`src/rtl/roc_pkg.sv`:
```
// Shared types and constants for the ROC inference controller and its
// event counter. The AER reset word is the same constant the encoder uses
// for its reset events.
package roc_pkg;

  typedef enum logic [2:0] {
    IDLE   = 3'd0,
    LAUNCH = 3'd1,
    ENCODE = 3'd2,
    STOP   = 3'd3,
    TAIL   = 3'd4,
    RESULT = 3'd5
  } roc_ctrl_state_t;

  localparam logic [9:0] AER_RST_WORD = 10'h1FF;

  // Saturating 16-bit increment, used by the optional latency counter.
  function automatic logic [15:0] sat_inc16(input logic [15:0] value);
    logic [15:0] result;
    if (value == 16'hFFFF) begin
      result = value;
    end else begin
      result = value + 16'd1;
    end
    return result;
  endfunction

endpackage

```
`src/rtl/roc_event_counter.sv`:
```
// Rising-edge detector on the encoder event strobe plus a saturating
// counter of pixel indices. Encoder reset words (AER_RST_WORD) are not
// pixels and are not counted. The edge register tracks the strobe every
// cycle, so a strobe that is already high when counting is enabled does
// not produce a spurious count.
module roc_event_counter
  import roc_pkg::*;
#(
  parameter int IMAGE_SIZE = 256,
  parameter int CNT_BITS   = $clog2(IMAGE_SIZE) + 1
) (
  input  logic                CLK,
  input  logic                RSTN,
  input  logic                clr,
  input  logic                en,
  input  logic                strobe,
  input  logic [9:0]          word,
  output logic [CNT_BITS-1:0] count
);

  localparam logic [CNT_BITS-1:0] CNT_MAX = CNT_BITS'(IMAGE_SIZE);

  logic                strobe_d_r;
  logic [CNT_BITS-1:0] count_r;
  logic                rise_s;
  logic                hit_s;

  // Qualify a counted event: enabled, rising edge, pixel word, not saturated.
  always_comb begin
    rise_s = strobe & ~strobe_d_r;
    hit_s  = 1'b0;
    if (en && rise_s && (word != AER_RST_WORD) && (count_r < CNT_MAX)) begin
      hit_s = 1'b1;
    end else begin
      hit_s = 1'b0;
    end
  end

  // Delayed copy of the strobe for edge detection.
  always_ff @(posedge CLK or negedge RSTN) begin
    if (!RSTN) begin
      strobe_d_r <= 1'b0;
    end else begin
      strobe_d_r <= strobe;
    end
  end

  // Saturating index counter, cleared when a new image is launched.
  always_ff @(posedge CLK or negedge RSTN) begin
    if (!RSTN) begin
      count_r <= '0;
    end else if (clr) begin
      count_r <= '0;
    end else if (hit_s) begin
      count_r <= count_r + CNT_BITS'(1);
    end else begin
      count_r <= count_r;
    end
  end

  assign count = count_r;

endmodule

```
`src/rtl/roc_inference_ctrl.sv`:
```
// ROC inference controller: launches one encoder run per host image,
// decides the class on the first output spike, stops the encoder early
// and hands class / index count / status back to the host.
// Optional build macro: ROC_LATENCY_CNT_EN enables the 16-bit
// LAUNCH-to-RESULT latency counter on RESULT_CYCLES; without it the port
// reads 16'h0.
module roc_inference_ctrl
  import roc_pkg::*;
#(
  parameter int IMAGE_SIZE      = 256,
  parameter int IMAGE_SIZE_BITS = $clog2(IMAGE_SIZE),
  parameter int LABEL_BITS      = 8,
  parameter int TIMEOUT_CYCLES  = 4096,
  parameter int TIMEOUT_BITS    = $clog2(TIMEOUT_CYCLES + 1)
) (
  input  logic                       CLK,
  input  logic                       RSTN,
  input  logic                       IMG_VALID,
  output logic                       IMG_READY,
  output logic                       NEW_IMAGE,
  input  logic                       ENCODER_RDY,
  input  logic                       FOUND_NEXT_INDEX,
  input  logic [9:0]                 NEXT_INDEX,
  output logic                       INFERENCE_RDY,
  input  logic                       OUT_SPIKE_VALID,
  input  logic [LABEL_BITS-1:0]      OUT_SPIKE_ID,
  output logic                       RESULT_VALID,
  input  logic                       RESULT_ACK,
  output logic [LABEL_BITS-1:0]      RESULT_LABEL,
  output logic                       RESULT_TIMEOUT,
  output logic [IMAGE_SIZE_BITS:0]   RESULT_NIDX,
  output logic [15:0]                RESULT_CYCLES
);

  localparam logic [TIMEOUT_BITS-1:0] TIMEOUT_LAST = TIMEOUT_BITS'(TIMEOUT_CYCLES - 1);

  roc_ctrl_state_t          state_r;
  logic                     new_image_r;
  logic                     inference_rdy_r;
  logic                     result_valid_r;
  logic [LABEL_BITS-1:0]    label_r;
  logic                     timeout_r;
  logic [TIMEOUT_BITS-1:0]  tcnt_r;

  logic                     launch_s;
  logic                     count_en_s;
  logic                     img_ready_s;
  logic [IMAGE_SIZE_BITS:0] nidx_s;

  // Decode the image accept, index-count enable and ready from state.
  always_comb begin
    launch_s    = 1'b0;
    count_en_s  = 1'b0;
    img_ready_s = 1'b0;
    if (state_r == IDLE) begin
      img_ready_s = ENCODER_RDY;
      launch_s    = IMG_VALID & ENCODER_RDY;
    end else begin
      img_ready_s = 1'b0;
      launch_s    = 1'b0;
    end
    if ((state_r == ENCODE) || (state_r == STOP)) begin
      count_en_s = 1'b1;
    end else begin
      count_en_s = 1'b0;
    end
  end

  // Control FSM with registered handshake and result outputs.
  always_ff @(posedge CLK or negedge RSTN) begin
    if (!RSTN) begin
      state_r         <= IDLE;
      new_image_r     <= 1'b0;
      inference_rdy_r <= 1'b0;
      result_valid_r  <= 1'b0;
      label_r         <= '0;
      timeout_r       <= 1'b0;
      tcnt_r          <= '0;
    end else begin
      case (state_r)
        IDLE: begin
          if (launch_s) begin
            state_r     <= LAUNCH;
            new_image_r <= 1'b1;
            tcnt_r      <= '0;
            label_r     <= '0;
            timeout_r   <= 1'b0;
          end
        end
        LAUNCH: begin
          state_r     <= ENCODE;
          new_image_r <= 1'b0;
        end
        ENCODE: begin
          if (OUT_SPIKE_VALID) begin
            label_r <= OUT_SPIKE_ID;
            if (ENCODER_RDY) begin
              // Encoder already finished: no stop request is needed.
              state_r        <= RESULT;
              result_valid_r <= 1'b1;
            end else begin
              state_r         <= STOP;
              inference_rdy_r <= 1'b1;
            end
          end else if (ENCODER_RDY) begin
            state_r <= TAIL;
          end
        end
        STOP: begin
          // Later spikes are ignored; only wait for the encoder to go idle.
          if (ENCODER_RDY) begin
            state_r         <= RESULT;
            inference_rdy_r <= 1'b0;
            result_valid_r  <= 1'b1;
          end
        end
        TAIL: begin
          tcnt_r <= tcnt_r + TIMEOUT_BITS'(1);
          // A spike on the expiry cycle takes priority over the timeout.
          if (OUT_SPIKE_VALID) begin
            state_r        <= RESULT;
            label_r        <= OUT_SPIKE_ID;
            timeout_r      <= 1'b0;
            result_valid_r <= 1'b1;
          end else if (tcnt_r == TIMEOUT_LAST) begin
            state_r        <= RESULT;
            label_r        <= '0;
            timeout_r      <= 1'b1;
            result_valid_r <= 1'b1;
          end
        end
        RESULT: begin
          if (RESULT_ACK) begin
            state_r        <= IDLE;
            result_valid_r <= 1'b0;
          end
        end
        default: begin
          state_r         <= IDLE;
          new_image_r     <= 1'b0;
          inference_rdy_r <= 1'b0;
          result_valid_r  <= 1'b0;
          label_r         <= '0;
          timeout_r       <= 1'b0;
          tcnt_r          <= '0;
        end
      endcase
    end
  end

  roc_event_counter #(
    .IMAGE_SIZE (IMAGE_SIZE),
    .CNT_BITS   (IMAGE_SIZE_BITS + 1)
  ) u_event_counter (
    .CLK    (CLK),
    .RSTN   (RSTN),
    .clr    (launch_s),
    .en     (count_en_s),
    .strobe (FOUND_NEXT_INDEX),
    .word   (NEXT_INDEX),
    .count  (nidx_s)
  );

`ifdef ROC_LATENCY_CNT_EN
  logic [15:0] cycles_r;

  // Latency counter: cleared on launch, runs until RESULT is entered.
  always_ff @(posedge CLK or negedge RSTN) begin
    if (!RSTN) begin
      cycles_r <= 16'h0;
    end else if (launch_s) begin
      cycles_r <= 16'h0;
    end else if ((state_r == LAUNCH) || (state_r == ENCODE) ||
                 (state_r == STOP)   || (state_r == TAIL)) begin
      cycles_r <= sat_inc16(cycles_r);
    end else begin
      cycles_r <= cycles_r;
    end
  end

  assign RESULT_CYCLES = cycles_r;
`else
  assign RESULT_CYCLES = 16'h0;
`endif

  assign IMG_READY      = img_ready_s;
  assign NEW_IMAGE      = new_image_r;
  assign INFERENCE_RDY  = inference_rdy_r;
  assign RESULT_VALID   = result_valid_r;
  assign RESULT_LABEL   = label_r;
  assign RESULT_TIMEOUT = timeout_r;
  assign RESULT_NIDX    = nidx_s;

endmodule

```
`config.mk`:
```
export PLATFORM = sky130hd
export DESIGN_NAME = roc_inference_ctrl
export DESIGN_NICKNAME = d
export VERILOG_FILES = /design/src/rtl/roc_pkg.sv /design/src/rtl/roc_event_counter.sv /design/src/rtl/roc_inference_ctrl.sv
export SDC_FILE = /design/constraint.sdc
export NUM_CORES = 1
export LEC_CHECK = 0
export CAP_MARGIN = 20
export CORE_MARGIN = 5
export CORE_UTILIZATION = 51
export DETAILED_ROUTE_END_ITERATION = 10
export GPL_ROUTABILITY_DRIVEN = 0
export PLACE_DENSITY = 0.86
export SLEW_MARGIN = 20
export SYNTH_ARGS = -nofsm -noshare
export SYNTH_HDL_FRONTEND = slang
export SYNTH_SLANG_ARGS = --single-unit
export TNS_END_PERCENT = 10
```
`constraint.sdc`:
```
create_clock -name CLK -period 3 [get_ports CLK]
set_input_delay 0.6 -clock CLK [delete_from_list [all_inputs] [get_ports CLK]]
set_output_delay 0.6 -clock CLK [all_outputs]
set_load 0.01 [all_outputs]
```
# Yosys cells after proc, flatten, opt, wreduce, memory -nomap -nowiden
# Index checks and enable logic that the tools add are counted.
# op_classes
n_addsub,2
magnitude_cmp,1
eq_ne,14
mux,37
bitwise,8
reduce_logical,18
# ops
op,count
$pmux 13 s3,1
$mux 8,4
$pmux 8 s4,1
$mux 3,8
$mux 9,2
$pmux 3 s6,1
$mux 1,15
$add 13x1->13 const B,1
$eq 13x12->1 const B,1
$mux 13,1
$reduce_and 4->1,3
$reduce_or 4->1,3
$ne 10x9->1 const B,1
$ne 2x2->1 const B,5
$add 9x1->9 const B,1
$lt 9x9->1 const B,1
$eq 3x2->1 const B,2
$eq 3x3->1 const B,2
$ne 3x3->1 const B,2
$not 1->1,6
$pmux 1 s3,2
$pmux 1 s5,1
$reduce_and 5->1,1
$reduce_and 2->1,2
other kinds (10),13
# word_totals
register_bits,38
in_bits,25
out_inout_bits,38
wordCells,89

# Depth between registers and ports, before layout
# logic_depth
depth_word,9
depth_mapped,6
mapped_depth_nobuf,5

# Cells and area by module
# Synthesis repeated with hierarchy kept, for this count alone.
# unflattened
cells_unflattened,225
hier_area_um2,2153.3
# by_module_without_submodules
module,n_inst,cells_per_inst,area_per_inst_um2,seq_area_each_um2
roc_inference_ctrl,1,169,1606.5,700.7
roc_event_counter,1,56,546.8,250.2

# Worst setup path after synthesis
# Ideal clock, no wire load.
# synth_timing
path_kind,input to register
start,input NEXT_INDEX[7]
end,register u_event_counter.count_r[2] (netlist: u_event_counter.count[2])
setup_time_ns,0.119
arrival_ns,1.739
required_time_ns,2.881
path_slack_ns,1.142
cell_stages,5
n_path_buf,1
path_cell_list,nand4_1 nor4_1 buf_2 nor3_1 o21a_1
# synth_between
elab_chain_len,5
# synth_rtl
item,line_no,rtl
start: declaration,roc_inference_ctrl.sv:23,"input logic [9:0] NEXT_INDEX,"
$ne 10x9->1,roc_event_counter.sv:32,if (en && rise_s && (word != AER_RST_WORD) && (count_r < CNT_MAX)) begin
$logic_and 1x1->1 (2 in series),roc_event_counter.sv:32,
$mux 1,roc_event_counter.sv:32,
$reduce_bool 2->1 (no source line),n/a,
end signal: assignment,roc_event_counter.sv:55,count_r <= count_r + CNT_BITS'(1);
end signal: assignment,roc_event_counter.sv:57,count_r <= count_r;
end: declaration,roc_event_counter.sv:24,logic [CNT_BITS-1:0] count_r;
# Every way passes these cells.
# A chain may end at the register's enable or synchronous reset.

# Worst setup path after layout
# layout_timing
start,input ENCODER_RDY
end,output IMG_READY
# layout_between
elab_chain_len,1
# layout_rtl
item,line_no,rtl
start: declaration,roc_inference_ctrl.sv:21,"input logic ENCODER_RDY,"
$mux 1,roc_inference_ctrl.sv:55,if (state_r == IDLE) begin
end: declaration,roc_inference_ctrl.sv:19,"output logic IMG_READY,"
# Every way passes these cells.

==> implementation parameters <==
Parameter                              Value

Floorplan
  Width of the chip    74.0 um
  Starting density of the core    52.3%
  Core area    between 0.004 and 0.005 sq mm
  Top-level I/O count    63
  Standard-cell row count    23
  Height of the chip    roughly 74 um
  Total die area    ~0.0055 sq mm

Synthesis
  Library cell with the largest summed area after synthesis    dfrtp_1
  Most used standard cells in the synthesized netlist    38 x dfrtp_1, 16 x buf_4, 13 x a21oi_1, 12 x nand2_1, 11 x o21ai_0
  Post-synthesis share of cell area spent on xor and xnor gates    under 10%
  Gate count after technology mapping    about 210
  Adder and majority cell fraction of the synthesized area    between 1 and 1.5%
  Main synth FF type    dfrtp_1
  Share of the synthesized area in compound gates (AO/OA/AOI/OAI)    around a fifth
  Post-synth design cell area    ~0.0021 sq mm
  Largest cells by area after synthesis    dfrtp_1 45%, buf_4 5.7%, a22o_1 4.2%
  Distinct cell type count after synthesis    47
  FFs w/ async S/R, synth    100%
  Top-count cell post-synth    dfrtp_1
  Synth Area in Simple Gates    roughly a fifth
  Main combinational cell family by area after synthesis    compound AO/OA/AOI/OAI gates
  Sequential cell area fraction in the yosys report    a little under half
  Synthesis Warnings    0
  Synth top area share    between 40% and 50%
  Number of flip-flops and latches in the synthesized netlist    38
  Number of enable flip-flop cells after synthesis    0
  Synthesized area per cell    9.87 sq um
  Share of cell area taken by muxes after synthesis    0.478%

Detailed routing
  Number of optimization iterations in the first detailed-route pass    4
  Detail-routed net length per standard cell    15.2 um
  Vias    about 1.8k
  Final antenna-violating net count    0
  Final wirelength    between 4000 and 5000 um
  Residual DRC count    0
  Initial drt markers    192
  Vias per std cell    roughly 5.8

Timing
  Final clock period utilization by the worst path    94.2%
  Shortest period the worst path allows    roughly 2.8 ns
  Setup violations, final    0
  Final Hold Vio Count    0
  Unrepaired setup endpoints after global routing    false
  Slew headroom    44.4%
  Highest clock rate    354 MHz
  Slew @ Worst Pin    0.835 ns
  Fin. max-slew vios    0
  Layout Skew    0.00910 ns
  Final-layout setup total negative slack    0 ns

Setup path
  Cell type of the slowest stage on the worst timing path    clkdlybuf4s50_1
  Startpoint type of the worst setup path    primary input
  Kind of critical path    in -> out
  Number of buffers and inverters on the critical path    2
  CP max stage delay    roughly 0.63 ns
  Largest driver fanout on the critical path    6
  Worst path top cell family by delay    buffers and inverters
  Required time of the worst setup path    between 2 and 2.5 ns
  CP Capture Type    primary output
  Endpoint arrival time on the critical path    around 2.2 ns
  Most prevalent standard cell on the critical path    clkdlybuf4s50_1
  List of cells traversed by the critical path    clkdlybuf4s50_1 > nor4b_1 > clkdlybuf4s50_1

Clock tree
  Quantity of gates resized following cts    0
  Clock Root Buffer    clkbuf_8
  Setup bufs post-CTS    0
  Hold buffer count at CTS    0
  Maximum count of clock buffers along a single path    2
  H-tree Lvls    2
  Number of buffers created by CTS    5
  Clock latency on the worst-skew pair    around 0.30 ns
  CTS tree    done
  Clock-pin slew on the worst setup and hold paths    0.08 ns
  Clock sink total    38

Status
  Status    finished clean

Placed design
  Dpl cell area    between 0.002 and 0.003 sq mm
  Port Buffers    46
  Detail Placement HPWL    3420 um

Finish
  Finished layout cell area    ~0.0027 sq mm
  Area overhead of the layout relative to synthesis    26.9%
  Nets    roughly 280
  Share of post-route cells with drive strength above 1    7.39%
  N_diodes    0

Global routing
  Largest net degree at the start of global routing    39
  Antenna violations before repair    0
  Overall global routing resource usage    between 10% and 20%
  Wire length of the first global-routing pass    around 7700 um
  Via count of the first global-routing pass    roughly 1.7k
  Total congestion overflow after global routing    0

Pwr
  Total leakage power    around 1.1 nW
  Maximum vdd drop    0.453 mV
  Areal power density over the cells    a little under 800 mW/mm^2

Min path
  Class of the tightest hold or removal check    in -> async

Job
  Max-cap violation count    0
## sequential cells by signal, indices dropped and copies added, names as in the netlist
register                    count
tcnt_r                         13
u_event_counter.count           9
RESULT_LABEL                    8
state_r                         3
INFERENCE_RDY                   1
NEW_IMAGE                       1
RESULT_TIMEOUT                  1
RESULT_VALID                    1
u_event_counter.strobe_d_r      1
## worst paths after layout
kind                                                  start                                   end  slack (ns)  depth (start not counted)
worst min register to register  RESULT_LABEL[5]$_DFFE_PN0P_           RESULT_LABEL[5]$_DFFE_PN0P_        0.50                          1
worst max-delay path                            ENCODER_RDY                             IMG_READY        0.18                          3
worst min-delay path                                   RSTN  u_event_counter.count[7]$_DFFE_PN0P_        0.40                          1
max in group asynchronous                              RSTN                 tcnt_r[9]$_DFFE_PN0P_        2.07                          1
worst max register to register       state_r[2]$_DFFE_PN0P_           RESULT_LABEL[7]$_DFFE_PN0P_        1.04                          5
min in group CLK                RESULT_LABEL[5]$_DFFE_PN0P_           RESULT_LABEL[5]$_DFFE_PN0P_        0.50                          1
## cell families after synthesis
| kind of cell | count (synthesis) |
|---|---|
| compound gates | 62 |
| xor+xnor | 6 |
| fa+ha+maj | 2 |
| buf+inv | 34 |
| flops | 38 |
| mux | 1 |
| other cells | 1 |
| simple gates | 68 |
## metal layers
metal	GRT usage (%)	wire (um)	vias to the layer above	part of all wire, %
met1	23.0	2010	869	43
met5	0	0	-	0
met2	30.0	2330	49	50
met4	8.65	80	0	1.7
li1	-	-	852	-
met3	3.51	253	8	5.4
## power by group
group / switching, W / internal, W
clock: 0.000184 / 0.000355
sequential: 0.000109 / 0.000630
combinational: 0.000406 / 0.000373
total: 0.000699 / 0.00136
## metrics by stage
stage          worst slack (ns)  hold slack [ns]  power, W  instances  util (%)
2_1_floorplan              1.14            0.304   0.00123        227         -
3_3_place_gp              0.238            0.484   0.00149        299      62.8
3_5_place_dp              0.205            0.485   0.00153        299      62.8
4_1_cts                   0.190            0.426   0.00207        307      66.4
5_1_grt                  0.0558            0.481   0.00219        307      66.4
6_report                  0.175            0.399   0.00206        307      66.4
## layout by cell type (no fill, tap or decap), types with 2 or more instances in the layout
cell type / n
a31oi_1: 2
o211ai_1: 4
clkbuf_8: 6
buf_4: 3
ha_1: 2
and2_1: 2
o2111ai_1: 4
a22o_1: 10
and4_1: 2
nand3_1: 6
o31ai_1: 7
nand2_1: 12
xor2_1: 6
o21ai_0: 11
bufinv_16: 2
and3_1: 5
o21a_1: 3
dfrtp_1: 38
or3_1: 7
inv_1: 6
conb_1: 16
nor3_1: 6
a21oi_1: 13
clkdlybuf4s50_1: 45
or4_1: 5
nand4_1: 6
nor2_1: 7
## area by class of cell
class / instances / area [sq um]
fillers: 322 / 1350
multi-input cells: 155 / 995
flip-flops and latches: 38 / 951
repair buffers: 49 / 478
clock buffers: 6 / 82.6
well taps: 50 / 62.6
clock inverters: 2 / 60.1
inverters: 7 / 26.3
(Power assumes the default switching activity.)
